### src/rtl/piccolo128_sched_if.sv
// Piccolo-128 scheduler bus: requester handshake, datapath control and
// ciphertext output handshake. The slave side is the scheduler itself.
interface piccolo128_sched_if #(
  parameter int RND_W = 5,
  parameter int NR_W  = 4
);
  logic             req0;
  logic             req1;
  logic             ack0;
  logic             ack1;
  logic             core_load;
  logic             core_sel;
  logic             core_step;
  logic [RND_W-1:0] core_rnd;
  logic [NR_W-1:0]  core_nrnd;
  logic             out_valid;
  logic             out_ready;
  logic             out_id;
  logic             busy;

  modport master (
    output req0, req1, out_ready,
    input  ack0, ack1, core_load, core_sel, core_step, core_rnd, core_nrnd,
           out_valid, out_id, busy
  );

  modport slave (
    input  req0, req1, out_ready,
    output ack0, ack1, core_load, core_sel, core_step, core_rnd, core_nrnd,
           out_valid, out_id, busy
  );
endinterface

### src/rtl/piccolo128_sched.sv
// Round-robin arbiter and round sequencer for the shared Piccolo-128
// iterative datapath. Produces load/step/round controls only; no data path.
//
// state | meaning
// IDLE  | no block in flight, waiting for a request
// RUN   | datapath advancing up to UNROLL rounds per cycle
// DONE  | ciphertext final, held until out_ready (may re-accept same cycle)
module piccolo128_sched #(
  parameter int ROUNDS = 31,
  parameter int UNROLL = 8,
  parameter int RND_W  = 5,
  parameter int NR_W   = 4
) (
  input  logic clk,
  input  logic reset,
  piccolo128_sched_if.slave bus
);

  typedef enum logic [1:0] {
    IDLE = 2'd0,
    RUN  = 2'd1,
    DONE = 2'd2
  } state_t;

  // One extra bit so rnd + UNROLL never wraps before the compare.
  localparam logic [RND_W:0] ROUNDS_X = (RND_W+1)'(ROUNDS);
  localparam logic [RND_W:0] UNROLL_X = (RND_W+1)'(UNROLL);

  state_t           state, state_nxt;
  logic [RND_W-1:0] rnd, rnd_nxt;
  logic             id, id_nxt;
  logic             rr_ptr, rr_nxt;
  logic [1:0]       req;
  logic             gnt, gnt_vld, accept;
  logic [RND_W:0]   rnd_sum, rnd_left, nrnd_x;

  assign req = {bus.req1, bus.req0};

  // Round-robin grant: favoured requester first, otherwise the other one.
  always_comb begin
    gnt     = 1'b0;
    gnt_vld = 1'b0;
    if (req[rr_ptr]) begin
      gnt     = rr_ptr;
      gnt_vld = 1'b1;
    end else if (req[~rr_ptr]) begin
      gnt     = ~rr_ptr;
      gnt_vld = 1'b1;
    end
  end

  // Round bookkeeping: next index and size of the current step.
  always_comb begin
    rnd_sum  = {1'b0, rnd} + UNROLL_X;
    rnd_left = ROUNDS_X - {1'b0, rnd};
    nrnd_x   = (rnd_left < UNROLL_X) ? rnd_left : UNROLL_X;
  end

  // Next-state and output decode.
  always_comb begin
    state_nxt     = state;
    rnd_nxt       = rnd;
    id_nxt        = id;
    rr_nxt        = rr_ptr;
    accept        = 1'b0;
    bus.ack0      = 1'b0;
    bus.ack1      = 1'b0;
    bus.core_load = 1'b0;
    bus.core_sel  = 1'b0;
    bus.core_step = 1'b0;
    bus.core_rnd  = '0;
    bus.core_nrnd = '0;
    bus.out_valid = 1'b0;
    bus.out_id    = 1'b0;
    bus.busy      = 1'b0;

    case (state)
      IDLE: accept = gnt_vld;
      RUN: begin
        bus.core_step = 1'b1;
        bus.core_rnd  = rnd;
        bus.core_nrnd = NR_W'(nrnd_x);
        bus.busy      = 1'b1;
        rnd_nxt       = rnd_sum[RND_W-1:0];
        if (rnd_sum >= ROUNDS_X) state_nxt = DONE;
      end
      DONE: begin
        bus.out_valid = 1'b1;
        bus.out_id    = id;
        bus.busy      = 1'b1;
        if (bus.out_ready) begin
          accept = gnt_vld;
          if (!gnt_vld) state_nxt = IDLE;
        end
      end
      default: state_nxt = IDLE;
    endcase

    // Outputs must read zero while reset is held, even with requests up.
    if (reset) accept = 1'b0;

    if (accept) begin
      state_nxt     = RUN;
      rnd_nxt       = '0;
      id_nxt        = gnt;
      rr_nxt        = ~gnt;
      bus.core_load = 1'b1;
      bus.ack0      = ~gnt;
      bus.ack1      = gnt;
    end

    bus.core_sel = gnt & ~reset;
  end

  // State and sequencing registers.
  always_ff @(posedge clk or posedge reset) begin
    if (reset) begin
      state  <= IDLE;
      rnd    <= '0;
      id     <= 1'b0;
      rr_ptr <= 1'b0;
    end else begin
      state  <= state_nxt;
      rnd    <= rnd_nxt;
      id     <= id_nxt;
      rr_ptr <= rr_nxt;
    end
  end

endmodule

### src/flat_wrapper.sv
// flat-port wrapper written by rule: the top's interface ports become plain ports
module piccolo128_sched_flat 
#(
  parameter int ROUNDS = 31,
  parameter int UNROLL = 8,
  parameter int RND_W  = 5,
  parameter int NR_W   = 4
)
  (clk, reset, bus_req0, bus_req1, bus_out_ready, bus_ack0, bus_ack1, bus_core_load, bus_core_sel, bus_core_step, bus_core_rnd, bus_core_nrnd, bus_out_valid, bus_out_id, bus_busy);
  piccolo128_sched_if #(.RND_W(RND_W), .NR_W(NR_W)) bus_i ();
  input  logic clk;
  input  logic reset;
  input wire logic [$bits(bus_i.req0)-1:0] bus_req0;
  input wire logic [$bits(bus_i.req1)-1:0] bus_req1;
  input wire logic [$bits(bus_i.out_ready)-1:0] bus_out_ready;
  output wire logic [$bits(bus_i.ack0)-1:0] bus_ack0;
  output wire logic [$bits(bus_i.ack1)-1:0] bus_ack1;
  output wire logic [$bits(bus_i.core_load)-1:0] bus_core_load;
  output wire logic [$bits(bus_i.core_sel)-1:0] bus_core_sel;
  output wire logic [$bits(bus_i.core_step)-1:0] bus_core_step;
  output wire logic [$bits(bus_i.core_rnd)-1:0] bus_core_rnd;
  output wire logic [$bits(bus_i.core_nrnd)-1:0] bus_core_nrnd;
  output wire logic [$bits(bus_i.out_valid)-1:0] bus_out_valid;
  output wire logic [$bits(bus_i.out_id)-1:0] bus_out_id;
  output wire logic [$bits(bus_i.busy)-1:0] bus_busy;
  assign bus_i.req0 = bus_req0;
  assign bus_i.req1 = bus_req1;
  assign bus_i.out_ready = bus_out_ready;
  assign bus_ack0 = bus_i.ack0;
  assign bus_ack1 = bus_i.ack1;
  assign bus_core_load = bus_i.core_load;
  assign bus_core_sel = bus_i.core_sel;
  assign bus_core_step = bus_i.core_step;
  assign bus_core_rnd = bus_i.core_rnd;
  assign bus_core_nrnd = bus_i.core_nrnd;
  assign bus_out_valid = bus_i.out_valid;
  assign bus_out_id = bus_i.out_id;
  assign bus_busy = bus_i.busy;
  piccolo128_sched #(.ROUNDS(ROUNDS), .UNROLL(UNROLL), .RND_W(RND_W), .NR_W(NR_W)) u_core (.clk(clk), .reset(reset), .bus(bus_i));
endmodule
### config.mk
export PLATFORM = sky130hd
export DESIGN_NAME = piccolo128_sched_flat
export DESIGN_NICKNAME = d
export VERILOG_FILES = /design/src/rtl/piccolo128_sched_if.sv /design/src/rtl/piccolo128_sched.sv /design/src/flat_wrapper.sv
export SDC_FILE = /design/constraint.sdc
export NUM_CORES = 1
export LEC_CHECK = 0
export ABC_CLOCK_PERIOD_IN_PS = 1400
export CORE_MARGIN = 10
export CORE_UTILIZATION = 35
export CTS_CLUSTER_SIZE = 20
export DETAILED_ROUTE_END_ITERATION = 8
export PLACE_DENSITY = 0.75
export RECOVER_POWER = 100
export SLEW_MARGIN = 20
export SYNTH_ARGS = -nofsm -noshare
export SYNTH_HDL_FRONTEND = slang
export SYNTH_SLANG_ARGS = --single-unit
### constraint.sdc
create_clock -name clk -period 1.4 [get_ports clk]
set_input_delay 0.28 -clock clk [delete_from_list [all_inputs] [get_ports clk]]
set_output_delay 0.28 -clock clk [all_outputs]
set_load 0.05 [all_outputs]
After elaboration in Yosys (flattened, before gate mapping)

Index checks and enable logic that the tools add are counted.

Bits in registers: 9
Input bits: 5
Word-level logic and storage cells: 52

Add/subtract/negate cells: 2
$lt $le $gt $ge: 4
Equality and inequality tests: 6
Muxes and demuxes: 28
Bitwise logic cells: 4
Reduce and logical (&&, ||, !) cells: 4

Operator list:

| kind                                                                                | number |
|---|---|
| 1-bit 2-to-1 mux                                                                    | 17 |
| 5-bit 2-to-1 mux                                                                    | 3 |
| 2-bit 2-to-1 mux                                                                    | 4 |
| 4-bit 2-to-1 mux                                                                    | 2 |
| 5-bit by 4-bit adder with 6-bit output, second input constant                       | 1 |
| 6-bit by 5-bit greater-or-equal comparator with 1-bit output, second input constant | 1 |
| 6-bit by 4-bit < comparator with 1-bit output, second input constant                | 1 |
| 2-bit case mux with 3 select lines                                                  | 1 |
| 5-bit by 5-bit subtractor with 6-bit output, first input constant                   | 1 |
| 1-bit by 2-bit < comparator with 1-bit output, second input constant                | 2 |
| 4-bit AND reduction                                                                 | 1 |
| 3-bit by 1-bit inequality test with 1-bit output, second input constant             | 1 |
| 3-bit by 2-bit inequality test with 1-bit output, second input constant             | 1 |
| 3-bit inequality test, second input constant                                        | 1 |
| 1-bit NOT                                                                           | 3 |
| 2-bit by 1-bit equality test with 1-bit output, second input constant               | 1 |
| 2-bit equality test, second input constant                                          | 1 |
| 2-bit zero test                                                                     | 1 |
| 2-bit by 1-bit inequality test with 1-bit output, second input constant             | 1 |
| 1-bit case mux with 2 select lines                                                  | 1 |
| 2-bit nonzero test                                                                  | 1 |
| 2-bit OR reduction                                                                  | 1 |
| 1-bit bitwise AND                                                                   | 1 |

Depth between registers and ports, before layout

Depth after elaboration: 10
Mapped depth: 5

Worst setup path after synthesis

No wires, ideal clock.

Kind: reg-to-reg
From: register u_core.state[0]
To: register u_core.rr_ptr
Data arrival time: 2,468 ps
Data required time: 1,281 ps
Slack: -1,187 ps
Stages on the path, launching flop included: 6
Path buffers: 0
Clock period less this slack: 2,587 ps
Cells stage by stage: dfrtp_1 inv_1 ha_1 a21oi_2 nor4b_2 o21ba_1

Cells in the longest elaborated chain, start to end: 3

Ends and longest elaborated chain:

| what                                                   | RTL line                | text |
|---|---|---|
| start, declared                                        | piccolo128_sched.sv:29  | `state_t state, state_nxt;` |
| start signal, assigned                                 | piccolo128_sched.sv:123 | `state <= state_nxt;` |
| 2-bit equality test or 2-bit zero test (tied branches) | piccolo128_sched.sv:77  | `case (state)` |
| 1-bit case mux with 2 select lines (*)                 | piccolo128_sched.sv:77  |  |
| 1-bit 2-to-1 mux (*)                                   | piccolo128_sched.sv:100 | `if (reset) accept = 1'b0;` |
| end signal, assigned                                   | piccolo128_sched.sv:126 | `rr_ptr <= rr_nxt;` |
| end, declared                                          | piccolo128_sched.sv:32  | `logic rr_ptr, rr_nxt;` |

Every way passes the cells marked *; elsewhere a longest branch is shown, timed or not.
A chain may end at the register's enable or synchronous reset.

Worst setup path after layout

From: register u_core.state[1]
To: output port bus_ack0

Cells in the longest elaborated chain, start to end: 4

Ends and longest elaborated chain:

| what                                                   | RTL line                | text |
|---|---|---|
| 2-bit equality test or 2-bit zero test (tied branches) | piccolo128_sched.sv:77  |  |
| 1-bit case mux with 2 select lines (*)                 | piccolo128_sched.sv:77  |  |
| 1-bit 2-to-1 mux (*)                                   | piccolo128_sched.sv:100 |  |
| 1-bit 2-to-1 mux (*)                                   | piccolo128_sched.sv:102 | `if (accept) begin` |
| end, declared                                          | flat_wrapper.sv:16      | `output wire logic [$bits(bus_i.ack0)-1:0] bus_ack0;` |

Marked as above.

==> metrics.txt <==
status=complete, but fails checks; failing checks=negative setup slack; DRT Wirelength=1590 um; grt total ovfl=0; Final GP Congestion=0.758; Ys Warns=0; DR DRC count=0; Port Buffer Count=18; IO Pins=22; worst path arrival time=1.48 ns; clock sinks=6; drt pass-1 iters=4; Critical Path Fanout Max=3; Via density=4.72; Comb power frac=82.8%; vias in the first global route=478; Max Cap Viol=0; final setup TNS=-3.09 ns; dpl cells=93; post-synth cell types=26; Die Ht=56.9 um; RSZ-0062 raised after global routing=yes; Critical Path RT=1.12 ns; syn_area_per_cell=9.73 um2; Int Power=0.00150 W; Worst-path clk slew=0.04 ns; Peak VDD IR=1.83 mV; min Tclk post-route=1.76 ns; first-pass GRT wire length=2200 um; max-slew violations=0; PD cells=2480 mW/mm2; mapped cell area=477 um2; sw frac=43.2%; Leak=0.488 nW; Tcrit/Tclk final=126%; critical path type=flip-flop to output port; Seq pwr share=11.7%; H-Tree Level Count=1; layout cell share with drive strength beyond 1=64.4%; Core Area=0.00128 mm2; Sw Pwr=0.00114 W; total CTS buffers=3; row count=13; final setup fails=15; CP Capture Type=output port; Final ANT Viol Nets=0; part of the power in the clock network=5.5%; chip width=56.9 um; Cells after Synth=49; register area share after synthesis=31.5%; # diodes=0; clock latency on the worst-skew pair=0.23 ns; post-DP HPWL=1100 um; Iter 0 DRT Violations=3; post-cts hold buffer count=0; initial antenna violation count=0; setup skew after layout=0.00247 ns; flops & latches, synth=6; CTS tree=yes; CTS max path bufs=2; clk root buf=clkbuf_4; die area=0.00324 mm2; Nets=98; largest net degree at the start of global routing=8; FF-to-FF setup slack=-0.18 ns; Peak Freq=569 MHz; Hold Vio Cnt, Final=0; Worst Slack Setup Final=-0.359 ns; min-delay worst type=input pin to async pin; Area growth syn-to-layout=123%; post-route non-filler standard cell count=102; Starting Density=37.1%; Via Count=481; gr usage total=8.20%; post-DR wirelength/cell=15.6 um; CP startpoint kind=flip-flop
[logic make-up after synthesis]
group / count (synthesis) / synth area share (%)
flops: 6 / 31.5
fa+ha+maj: 4 / 10.5
compound gates: 9 / 15.2
buf+inv: 9 / 11.0
simple gates: 18 / 27.0
other cells: 1 / 0.787
mux: 1 / 2.10
xor+xnor: 1 / 1.84
[sequential cells by signal (all words and copies together) (netlist names)]
signal and count:
u_core.state 2, u_core.rr_ptr 1, u_core.id 1, u_core.rnd 2
[layout make-up]
type	instances	area, um2
Multi-Input combinational cell	36	383
Inverter	4	15.0
Timing Repair Buffer	38	473
Sequential cell	6	150
Clock buffer	3	22.5
Fill cell	71	223
Tap cell	15	18.8
[metal layers]
metal,share of wire (%),vias up,GRT usage [%]
li1,-,238,-
met1,38,224,8.20
met2,52,17,14.7
met3,8.2,2,4.04
met4,1.3,0,2.01
met5,0,-,0
[power by group through the flow]
stage / registers [W] / logic (W) / clock network [W]
detailed placement: 0.000303 / 0.00188 / 0
global route: 0.000318 / 0.00229 / 0.000166
CTS: 0.000303 / 0.00204 / 0.000155
global placement: 0.000299 / 0.00184 / 0
floorplan: 0.000304 / 0.00101 / 0
finish: 0.000308 / 0.00218 / 0.000146
[what timing repair did]
item,in CTS,in global routing
setup endpoints to repair,18,18
cloned,0,0
pin swaps,6,7
setup buffers,4,6
gates resized for setup,16,4
[cells in the mapped netlist, drive strengths merged]
cell type  number  area [um2]
dfrtp           6         150
and2            5        32.5
buf             5        37.5
ha              4        50.1
inv             4        15.0
nor2            4        15.0
a21oi           2        13.8
nand2b          2        12.5
o21bai          2        15.0
a211oi          1        7.51
and2b           1        8.76
conb            1        3.75
mux2i           1        10.0
nor2b           1        6.26
nor3            1        16.3
nor3b           1        7.51
nor4b           1        15.0
o21a            1        7.51
o21ba           1        10.0
o22a            1        8.76
o32a            1        10.0
or2             1        6.26
or3b            1        8.76
xnor2           1        8.76
[cell usage in the layout, fill, tap and decap left out, drive strengths merged]
| master | n |
|---|---|
| ha | 4 |
| a21oi | 2 |
| and2b | 1 |
| o21ba | 1 |
| buf | 33 |
| inv | 4 |
| dfrtp | 6 |
| or3b | 1 |
| o21bai | 2 |
| o21a | 1 |
| nor3 | 1 |
| nor2b | 1 |
| nor3b | 1 |
| and2 | 5 |
| conb | 3 |
| dlygate4sd2 | 4 |
| clkbuf | 4 |
| nor2 | 4 |
| mux2i | 1 |
| a211oi | 1 |
| nor4b | 1 |
| o22a | 1 |
| or2 | 1 |
| nand2b | 2 |
| xnor2 | 1 |
| o32a | 1 |
[through the flow]
stage	worst slack [ns]	area [um2]	util (%)	hold slack, ns	power [W]
after floorplan	-0.645	532	-	0.0710	0.00132
after global placement	-0.376	938	73.0	0.493	0.00214
after detailed placement	-0.468	938	73.0	0.499	0.00218
after CTS	-0.346	1020	79.6	0.352	0.00250
after global routing	-0.429	1060	82.7	0.382	0.00277
final	-0.359	1060	82.7	0.360	0.00264
[worst paths after layout]
check / cells past startpoint / from / end
max reg2reg: 7 / u_core.state[1] / u_core.state[1]
min reg2reg: 2 / u_core.id / u_core.id
min: 3 / reset / u_core.rr_ptr
max in group asynchronous: 3 / reset / u_core.rnd[4]
max: 6 / u_core.state[1] / bus_ack0
min in group clk: 2 / u_core.id / u_core.id
[critical path: stages, from the launching register on]
cell	delay (ns)
dfrtp_1	0.39
buf_6	0.13
ha_4	0.16
a21oi_4	0.19
nor3_4	0.07
and2_4	0.17
buf_12	0.14
Power figures use the tool's default switching activity.
==> variant 1, RTL diff (same settings) <==
`RND_W` is set to 5 in 3 places; all go to 10.
--- a/src/rtl/piccolo128_sched_if.sv
+++ b/src/rtl/piccolo128_sched_if.sv
@@ -1,7 +1,7 @@
 // Piccolo-128 scheduler bus: requester handshake, datapath control and
 // ciphertext output handshake. The slave side is the scheduler itself.
 interface piccolo128_sched_if #(
-  parameter int RND_W = 5,
+  parameter int RND_W = 10,
   parameter int NR_W  = 4
 );
   logic             req0;
--- a/src/rtl/piccolo128_sched.sv
+++ b/src/rtl/piccolo128_sched.sv
@@ -8,7 +8,7 @@
 module piccolo128_sched #(
   parameter int ROUNDS = 31,
   parameter int UNROLL = 8,
-  parameter int RND_W  = 5,
+  parameter int RND_W  = 10,
   parameter int NR_W   = 4
 ) (
   input  logic clk,
--- a/src/flat_wrapper.sv
+++ b/src/flat_wrapper.sv
@@ -3,7 +3,7 @@
 #(
   parameter int ROUNDS = 31,
   parameter int UNROLL = 8,
-  parameter int RND_W  = 5,
+  parameter int RND_W  = 10,
   parameter int NR_W   = 4
 )
   (clk, reset, bus_req0, bus_req1, bus_out_ready, bus_ack0, bus_ack1, bus_core_load, bus_core_sel, bus_core_step, bus_core_rnd, bus_core_nrnd, bus_out_valid, bus_out_id, bus_busy);
Interface: changed (resized bus_core_rnd); port bits go from 22 to 27. The function was not compared with the original's and may differ.
==> variant 1 against the original RTL <==
The run still ends with negative setup slack left; first-iteration DRC count grew to 9.3 times the old value; sequential cell count rose by 5; register-to-register slack got worse by 0.23 ns; worst setup slack worse by 0.23 ns; wire length rose by 81%; design area up 66%; final cell count grew 83%; power is 36% higher; area after synthesis is 85% higher; via count increased by 89%; clock skew down 0.0018 ns; critical endpoint unchanged; largest cell class unchanged; highest routed layer unchanged.
==> variant 1: results (changes against the original RTL) <==
Synthesis
  • Synthesized-area fraction occupied by adder cells: 7.09% (was 10.5%)
  • Post-synthesis compound-gate area fraction: 13.6% (was 15.2%)
  • Yosys cell types: 33 (was 26)
  • Xor/xnor share of the synthesized area: 6.95% (was 1.84%)
  • Top cells by count, synth: nor2_1 (14), dfrtp_1 (11), and2_1 (9), buf_4 (7), inv_1 (6) (was dfrtp_1 (6), buf_4 (5))
  • Mux contribution to synthesized area: 1.70% (was 2.10%)

Power and ir drop
  • P_leak: 0.804 nW (was 0.488 nW)
  • Sw frac: 43.9% (was 43.2%)

Run status
  • Failing checks: negative setup slack (unchanged)
  • Status: finished with violations (unchanged)

Cells and area
  • Layout cells sized above 1: 59.2% (was 64.4%)
  • Net count, final: 168 (was 98)
  • Fillcell total: 166 (was 71)
  • Fin cells: 187 (was 102)
  • Top flop regs: u_core.rnd (7), u_core.state (2) (was u_core.rnd (2), u_core.state (2))
  • P&R area growth vs syn: 99.6% (was 123%)

Placed design
  • Placer Congestion: 0.834 (was 0.758)
  • Post-DP HPWL: 2.06 mm (was 1.10 mm)
  • Port bufs: 23 (was 18)

STA
  • Final setup viols: 30 (was 15)
  • Worst Slack Setup Final: -0.587 ns (was -0.359 ns)
  • Layout Skew: 0.000628 ns (was 0.00247 ns)
  • Final TNS setup: -11.01 ns (was -3.09 ns)

Global route
  • First-pass GRT wire length: 4.56 mm (was 2.20 mm)
  • GRT Total Usage: 11.0% (was 8.20%)

Routing
  • Starting DRT DRC Count: 28 (was 3)
  • Met2 routed wirelength: 1.63 mm (was 830 um)
  • WL met3: 112 um (was 131 um)
  • Via count: 907 (was 481)
  • M1 wire length: 1.10 mm (was 605 um)

Clock network
  • Clock transition at the registers of the reported paths: 0.07 ns (was 0.04 ns)
  • Clock Latency Late Sink: 0.26 ns (was 0.23 ns)

Setup path
  • R2R cell count: 10 (was 7)
[variant 1: changes by cell type after synthesis, moves of 4 or more]
cell	delta
and2_1	+5
dfrtp_1	+5
nand2_1	+4
nand3_1	+4
nor2_1	+10
xor2_1	+5
[variant 1: cell type report]
class	instances	area, sq um	area share [%]
repair buffers	59	741	42.1
well taps	30	37.5	2.13
flip-flops and latches	11	277	15.7
inverters	6	25.0	1.42
clock buffers	4	26.3	1.49
multi-input cells	77	654	37.2
[variant 1: final timing paths]
| check | from | to | slack, ns |
|---|---|---|---|
| setup / recovery | u_core.state[1]$_DFFE_PP0P_ | bus_ack0 | -0.59 |
| hold / removal | reset | u_core.state[1]$_DFFE_PP0P_ | 0.49 |
| setup reg to reg | u_core.state[1]$_DFFE_PP0P_ | u_core.state[1]$_DFFE_PP0P_ | -0.41 |
| hold reg to reg | u_core.id$_DFFE_PP0N_ | u_core.id$_DFFE_PP0N_ | 0.53 |
| max in group asynchronous | reset | u_core.rnd[3]$_DFFE_PP0P_ | 0.59 |
| min in group clk | u_core.id$_DFFE_PP0N_ | u_core.id$_DFFE_PP0N_ | 0.53 |
[variant 1: per-stage QoR]
stage | setup WS, ns | area (sq um)
floorplan | -0.569 | 1040
global placement | -0.450 | 1550
detailed placement | -0.515 | 1550
CTS | -0.573 | 1720
global route | -0.655 | 1760
finish | -0.587 | 1760
[variant 1: cells by family after synthesis]
group,after synthesis
flops,11
mux,1
simple gates,43
other cells,1
buf+inv,17
compound gates,18
fa+ha+maj,5
xor+xnor,7
[variant 1: critical path: stages (launching register included)]
cell	delay [ns]
dfrtp_1	0.43
inv_2	0.10
ha_4	0.14
a21oi_2	0.04
or3_4	0.37
inv_4	0.08
and2_4	0.14
buf_12	0.13
[variant 1: power groups by stage]
stage	logic, mW	clock network [mW]	registers [mW]
2_1_floorplan	1.50	0	0.531
3_3_place_gp	2.33	0	0.510
3_5_place_dp	2.38	0	0.519
4_1_cts	2.77	0.215	0.519
5_1_grt	2.99	0.237	0.526
6_report	2.85	0.213	0.520
[variant 1: repair_timing]
| item | 4_1_cts | 5_1_grt |
|---|---|---|
| setup buffers | 6 | 4 |
| pin swaps | 9 | 4 |
| gates resized for setup | 22 | 6 |
| cloned | 1 | 0 |
| setup endpoints to repair | 30 | 30 |
[variant 1: metal layers]
metal / track usage (%) / up-vias
met2: 21.8 / 20
li1: - / 439
met1: 10.5 / 444
met3: 2.40 / 4
met5: 0 / -
met4: 4.82 / 0
==> variant 2, RTL diff (same settings) <==
Without the edit above. Encoding of `state_t`: now one-hot (3 bits for 3 states).
--- a/src/rtl/piccolo128_sched.sv
+++ b/src/rtl/piccolo128_sched.sv
@@ -16,10 +16,10 @@
   piccolo128_sched_if.slave bus
 );
 
-  typedef enum logic [1:0] {
-    IDLE = 2'd0,
-    RUN  = 2'd1,
-    DONE = 2'd2
+  typedef enum logic [2:0] {
+    IDLE = 3'b001,
+    RUN  = 3'b010,
+    DONE = 3'b100
   } state_t;
 
   // One extra bit so rnd + UNROLL never wraps before the compare.
Check against the original RTL: no difference found for any inputs over 10 cycles, from zero or initial values and one cycle with reset high; not proved beyond that.
==> variant 2 against the original RTL <==
The flow still finishes with violations (negative setup slack); sequential share of layout area rose by 2.2 points; sequential cell count rose by 1; area after synthesis rose by 8.9%; sequential power rose by 27%; worst setup slack got worse by 0.015 ns; power fell by 36%; design area rose by 2.6%; fmax fell by 0.83%; global-route usage rose by 1.9 points; clock skew rose by 0.0020 ns; wire length rose by 7.3%.
==> variant 2: results (changes against the original RTL) <==
Run status
  • Status: finished with violations (unchanged)
  • Failing checks: negative setup slack (unchanged)

Synthesis
  • Synthesized-area fraction occupied by adder cells: 2.41% (was 10.5%)
  • Mean Syn Cell Area: 9.99 sq um (was 9.73 sq um)
  • Post-synthesis compound-gate area fraction: 17.8% (was 15.2%)
  • Top cells by count, synth: dfrtp_1 (6), nor2_1 (6), and2_1 (5), buf_4 (5), inv_1 (3) (was dfrtp_1 (6), buf_4 (5))
  • Yosys cell types: 30 (was 26)
  • Xor/xnor share of the synthesized area: 1.69% (was 1.84%)
  • Asr flop ratio synth: 100% (unchanged)
  • Sequential cell area fraction in the yosys report: 34.0% (was 31.5%)
  • Mux contribution to synthesized area: 1.93% (was 2.10%)

Routing
  • Per-cell routed wire length: 15.9 um (was 15.6 um)
  • Met2 routed wirelength: 870 um (was 830 um)
  • DR pass1 iterations: 4 (unchanged)
  • Via count: 525 (was 481)
  • M1 wire length: 694 um (was 605 um)
  • WL met3: 122 um (was 131 um)
  • Starting DRT DRC Count: 4 (was 3)

STA
  • WHS: 0.273 ns (was 0.360 ns)
  • Final TNS setup: -4.27 ns (was -3.09 ns)
  • Final setup viols: 16 (was 15)
  • Worst Slack Setup Final: -0.373 ns (was -0.359 ns)
  • Layout Skew: 0.00443 ns (was 0.00247 ns)

Global route
  • Initial antenna violation count: 0 (unchanged)
  • GRT Total Usage: 10.1% (was 8.20%)
  • Vias in the first global route: 582 (was 478)
  • First-pass GRT wire length: 2.75 mm (was 2.20 mm)

Power and ir drop
  • P_leak: 0.506 nW (was 0.488 nW)
  • P_int: 1.01 mW (was 1.50 mW)
  • Logic pwr share: 66.4% (was 82.8%)
  • Sw frac: 40.1% (was 43.2%)
  • Clock power share: 10.4% (was 5.5%)

Placed design
  • Dpl ws: -0.427 ns (was -0.468 ns)
  • Post-DP HPWL: 1.19 mm (was 1.10 mm)
  • # placed instances: 97 (was 93)
  • DP Area: 957 sq um (was 938 sq um)

Setup path
  • Setup crit start: u_core.state[0]$_DFFE_PP1P_ (was u_core.state[1]$_DFFE_PP0P_)
  • RR Endpoint: u_core.id$_DFFE_PP0P_ (was u_core.state[1]$_DFFE_PP0P_)
  • R2R cell count: 5 (was 7)
  • Worst R2R Setup Slack: -0.07 ns (was -0.18 ns)
  • CP max FO: 5 (was 3)

Cells and area
  • Fin util: 80.7% (was 82.7%)
  • Top flop regs: u_core.state (3), u_core.rnd (2) (was u_core.rnd (2), u_core.state (2))
  • Fillcell total: 64 (was 71)
  • Net count, final: 99 (was 98)
  • Fin cells: 107 (was 102)

Clock network
  • Htree depth: 1 (unchanged)
  • Clock Latency Late Sink: 0.25 ns (was 0.23 ns)
variant 2: cell count changes in the layout (fill, tap and decap cells not counted), sizes merged, moves of 2 or more:
cell / before / now
ha: 4 / 1
nor2: 4 / 6
or2: 1 / 3
a211oi: 1 / 3
o21bai: 2 / 0
variant 2: worst max-delay path: stages, from the launching register on:
cell	delay [ns]
dfstp_2	0.62
nand2b_4	0.10
a211oi_2	0.21
and2_4	0.18
buf_12	0.13
variant 2: what timing repair did:
action / in CTS / in global routing
hold buffers: 0 / 0
setup endpoints to repair: 14 / 20
pin swaps: 6 / 10
gates resized for setup: 13 / 11
buffers inserted: 4 / 6
variant 2: routing by layer:
metal	up-vias	global-route usage [%]
li1	251	-
met1	255	10.7
met2	17	17.5
met3	2	4.08
met4	0	4.03
met5	-	0
variant 2: cell type report:
class,instances,share of cell area [%]
well taps,15,1.72
clock buffers,4,2.41
multi-input cells,39,33.4
repair buffers,39,45.1
inverters,3,1.03
flip-flops and latches,7,16.3
